==> src/rtl/csa_pipe_adder.sv <==
// Pipelined carry-select adder/subtractor: one BLK-bit block resolved per stage,
// with a valid/ready handshake whose back-pressure freezes the whole pipeline.
module csa_pipe_adder #(
    parameter int WIDTH = 32,
    parameter int BLK   = 8
) (
    input  logic             clk,
    input  logic             rst_n,
    input  logic             in_valid,
    output logic             in_ready,
    input  logic [WIDTH-1:0] in_a,
    input  logic [WIDTH-1:0] in_b,
    input  logic             in_cin,
    input  logic             in_sub,
    output logic             out_valid,
    input  logic             out_ready,
    output logic [WIDTH-1:0] out_sum,
    output logic             out_cout,
    output logic             out_ovf
);
    localparam int NBLK = WIDTH / BLK;

    generate
        if ((WIDTH % BLK) != 0 || BLK < 2 || (BLK % 2) != 0) begin : g_bad_params
            $error("csa_pipe_adder: WIDTH must be a multiple of BLK, BLK even and >= 2");
        end
    endgenerate

    // Level k word: blocks below k already hold finished sum bits, blocks k and up
    // still hold operand A, so the skew and forwarding share one register per level.
    logic [WIDTH-1:0] word_q  [NBLK+1];
    logic [WIDTH-1:0] word_d  [NBLK+1];
    logic [WIDTH-1:0] opb_q   [NBLK];
    logic [WIDTH-1:0] opb_d   [NBLK];
    logic             carry_q [NBLK+1];
    logic             carry_d [NBLK+1];
    logic             valid_q [NBLK+1];
    logic             valid_d [NBLK+1];
    logic             ovf_q;
    logic             ovf_d;
    logic             adv;

    logic [BLK-1:0]   a_blk;
    logic [BLK-1:0]   b_blk;
    logic [BLK:0]     sum0;
    logic [BLK:0]     sum1;
    logic [BLK:0]     sel;

    assign adv      = !valid_q[NBLK] || out_ready;
    assign in_ready = adv;

    always_comb begin
        word_d[0]  = in_a;
        opb_d[0]   = in_sub ? ~in_b : in_b;
        carry_d[0] = in_sub | in_cin;
        valid_d[0] = in_valid;
        a_blk      = '0;
        b_blk      = '0;
        sum0       = '0;
        sum1       = '0;
        sel        = '0;
        for (int k = 0; k < NBLK; k++) begin
            a_blk = word_q[k][k*BLK +: BLK];
            b_blk = opb_q[k][k*BLK +: BLK];
            sum0  = {1'b0, a_blk} + {1'b0, b_blk};
            sum1  = sum0 + {{BLK{1'b0}}, 1'b1};
            sel   = carry_q[k] ? sum1 : sum0;
            word_d[k+1]                 = word_q[k];
            word_d[k+1][k*BLK +: BLK]   = sel[BLK-1:0];
            carry_d[k+1]                = sel[BLK];
            valid_d[k+1]                = valid_q[k];
        end
        for (int k = 1; k < NBLK; k++) begin
            opb_d[k] = opb_q[k-1];
        end
        // After the loop the temporaries hold the top block: carry into the MSB is
        // recovered from its operand and sum bits, then XORed with the carry out.
        ovf_d = a_blk[BLK-1] ^ b_blk[BLK-1] ^ sel[BLK-1] ^ sel[BLK];
    end

    always_ff @(posedge clk or negedge rst_n) begin
        if (!rst_n) begin
            for (int k = 0; k <= NBLK; k++) begin
                word_q[k]  <= '0;
                carry_q[k] <= 1'b0;
                valid_q[k] <= 1'b0;
            end
            for (int k = 0; k < NBLK; k++) begin
                opb_q[k] <= '0;
            end
            ovf_q <= 1'b0;
        end else if (adv) begin
            for (int k = 0; k <= NBLK; k++) begin
                word_q[k]  <= word_d[k];
                carry_q[k] <= carry_d[k];
                valid_q[k] <= valid_d[k];
            end
            for (int k = 0; k < NBLK; k++) begin
                opb_q[k] <= opb_d[k];
            end
            ovf_q <= ovf_d;
        end
    end

    assign out_valid = valid_q[NBLK];
    assign out_sum   = word_q[NBLK];
    assign out_cout  = carry_q[NBLK];
    assign out_ovf   = ovf_q;

endmodule

==> config.mk <==
export PLATFORM = sky130hd
export DESIGN_NAME = csa_pipe_adder
export DESIGN_NICKNAME = d
export VERILOG_FILES = /design/src/rtl/csa_pipe_adder.sv
export SDC_FILE = /design/constraint.sdc
export NUM_CORES = 1
export LEC_CHECK = 0
export ABC_AREA = 0
export CAP_MARGIN = 25
export CORE_MARGIN = 3
export CORE_UTILIZATION = 25
export CTS_BUF_LIST = sky130_fd_sc_hd__clkbuf_16
export DETAILED_ROUTE_END_ITERATION = 10
export PLACE_DENSITY = 0.43
export REMOVE_ABC_BUFFERS = 1
export SYNTH_ARGS = -nofsm -noshare
export SYNTH_HDL_FRONTEND = slang
export SYNTH_SLANG_ARGS = --single-unit
==> constraint.sdc <==
create_clock -name clk -period 6.9 [get_ports clk]
set_clock_uncertainty 0.2 [all_clocks]
set_input_delay 0.69 -clock clk [delete_from_list [all_inputs] [get_ports clk]]
set_output_delay 0.69 -clock clk [all_outputs]
set_load 0.05 [all_outputs]
==> results.tsv <==
metric	value	unit
status	complete, no violations	
VDD IR max	0.000223	V
most frequent CP cell	clkdlybuf4s50_1	
Vias	8293	
Fmax	295	MHz
clock latency on the worst-skew pair	0.55	ns
via-per-instance ratio	4.18	
DRT Pass-1 Iters	4	
DRT antenna net count	0	
Placed Cells	1932	
vias in the first global route	8359	
Max Cap Viol	0	
total global-route track usage	10.1	%
CTS tree	yes	
final WL	24700	um
Root Buffer	clkbuf_16	
largest net degree at the start of global routing	206	
GP Congestion	0.715	
Slowest-stage cell, CP	clkdlybuf4s50_1	
EDFF count, synth	0	
number of setup violations in the final report	0	
Setup Buffers After CTS	0	
share of layout cells above drive strength 1	4.04	%
Post-Synthesis Cell Area	0.0117	sq mm
Area growth syn-to-layout	19.8	%
Mapped Cells	1314	
post-DP HPWL	15100	um
CP Cell Sequence	clkdlybuf4s50_1, nor2b_4, inv_6, clkdlybuf4s50_1	
Final period util	49.2	%
worst min path class	reg2reg	
H-tree level count	1	
mean post-synth cell area	8.90	sq um
TritonCTS Buffers	29	
Largest stage delay, worst path	0.89	ns
number of port buffers	105	
Final WS setup	3.51	ns
Post-route DRC	0	
CTS clk-pin slew, worst paths	0.06	ns
IO Count	106	
Final min period	3.39	ns
largest cells by area after synthesis	dfrtp_1 (54%), nand2_1 (19%), xnor2_1 (4.3%)	
first-pass GRT wire length	42200	um
synthesized flop and latch total	251	
fin cells	1985	
Worst EP arrival	2.50	ns
Final Cell Area	0.0140	sq mm
Slew Limit Fails	0	
Syn. warnings	0	
Clock Sink Count	251	
Max FO, Critical Path	50	
Pleak	6.67	nW
row count	78	
Core ar.	0.0458	sq mm
Synth cell types	52	
gr ovfl total	0	
Initial Util	25.5	%
ANT cells	0	
power per cell area	496	mW/mm^2
Synth async-reset ratio	100	%
register area share after synthesis	53.7	%
WP buf/inv	3	
setup tns final	0	ns
worst slack, placed	3.49	ns
Worst Path Required	6.01	ns
Iter 0 DRT Violations	329	
top cell type's share of synthesized area	53.7	%
Final Hold Fails	0	
count leader, synth	nand2_1	
Wirelength per Cell	12.5	um
die area	0.0494	sq mm
startpoint types	input port	
delay-heaviest family, CP	buffers and inverters	
Synth top cells by count	nand2_1 (607), dfrtp_1 (251), o21ai_0 (72)	
kind of critical path	in2out	
Die Wd	222	um
Worst slew margin	36.7	%
Die Y	222	um
Fillers	4869	
antenna violations before repair	1	
RSZ-0062 raised after global routing	no	
area leader, netlist	dfrtp_1	
Layout Utilization	30.6	%
buffer depth of the longest clock path	3	
Synth Flop Type	dfrtp_1	
CP Capture Type	primary output	
placed cell area	0.0131	sq mm
Worst Max-Slew Pin Slew	0.950	ns
# nets final	1475	
-- stage by stage --
stage                     power, mW  hold slack [ns]
after floorplan                4.89            0.194
after global placement         5.55            0.245
after detailed placement       5.60            0.252
after CTS                      7.09            0.266
after global routing           7.62            0.278
final                          6.94            0.261
-- layer usage --
metal	vias to the layer above	global-route usage, %	part of all wire [%]
li1	4295	-	-
met1	3872	13.5	48
met2	90	16.7	45
met3	34	2.10	4.3
met4	2	2.85	2.0
met5	-	0	0.036
-- registers in the layout (all words and copies together), names as in the netlist --
name       cells
word_d        96
opb_d         72
out_sum       32
word_q        24
a_blk          8
b_blk          8
carry_q        4
valid_d        4
out_cout       1
out_ovf        1
out_valid      1
-- report_power, final --
part	total, mW	internal (mW)	switching, mW
Sequential	2.49	2.13	0.357
Combinational	3.02	1.20	1.82
Clock	1.43	0.827	0.603
Total	6.94	4.16	2.78
-- layout make-up --
type / instances / area, sq um / area share (%)
clock inverter: 22 / 145 / 1.04
inverter: 16 / 65.1 / 0.465
tap: 600 / 751 / 5.36
multi-input combinational: 954 / 4880 / 34.8
timing repair buffer: 113 / 1160 / 8.27
sequential: 251 / 6280 / 44.8
clock buffer: 29 / 726 / 5.18
-- timing repair --
action                                 CTS  global route
gates resized for setup                  0             0
endpoints found under the hold margin   22             0
hold buffers                             1             0
setup endpoints to repair                0             0
-- worst reg2reg max path, stage by stage (launching register included) --
cell      delay [ns]
dfrtp_1         0.37
ha_1            0.24
fa_1            0.44
a21o_2          0.21
a211oi_1        0.36
nor3_2          0.09
nand4b_1        0.13
xor2_1          0.23
xor3_1          0.44
mux2_4          0.26
-- path summary, 6_finish.rpt --
path	slack, ns	depth (start not counted)	endpoint	startpoint
hold reg to reg	0.26	2	valid_d[0]$_DFFE_PN0P_	valid_d[0]$_DFFE_PN0P_
max in group asynchronous	4.64	3	word_d[127]$_DFFE_PN0P_	rst_n
setup / recovery	3.51	4	in_ready	out_ready
hold / removal	0.26	2	valid_d[0]$_DFFE_PN0P_	valid_d[0]$_DFFE_PN0P_
min in group asynchronous	0.53	2	word_q[129]$_DFFE_PN0P_	rst_n
setup reg to reg	3.81	9	out_ovf$_DFFE_PN0P_	a_blk[0]$_DFFE_PN0P_
-- layout by cell type (no fill, tap or decap), drive strengths merged, types with 2 or more instances in the layout --
cell,instances
nor3b,4
inv,24
clkdlybuf4s50,103
fa,4
a21oi,24
or4,2
nand4b,2
mux2i,3
nor2,24
clkinv,11
nand4,11
a211oi,7
a21o,11
ha,36
nor2b,5
nor4b,2
xnor2,58
and3,4
o211ai,2
nand2,607
nor4bb,2
o21a,8
buf,9
bufinv,2
dfrtp,251
o21ai,75
nand2b,6
nor3,9
o31ai,4
xor2,16
o21bai,3
clkbuf,29
nand3,8
or3,5
-- kinds of logic (layout without fill, tap and decap cells) --
group,after synthesis,after routing,synth area share [%]
buf+inv,109,180,4.61
mux,4,4,0.385
xor+xnor,75,75,5.75
fa+ha+maj,40,40,4.54
flops,251,251,53.7
compound gates,142,142,7.25
simple gates,693,693,23.7
Power figures use the tool's default switching activity.
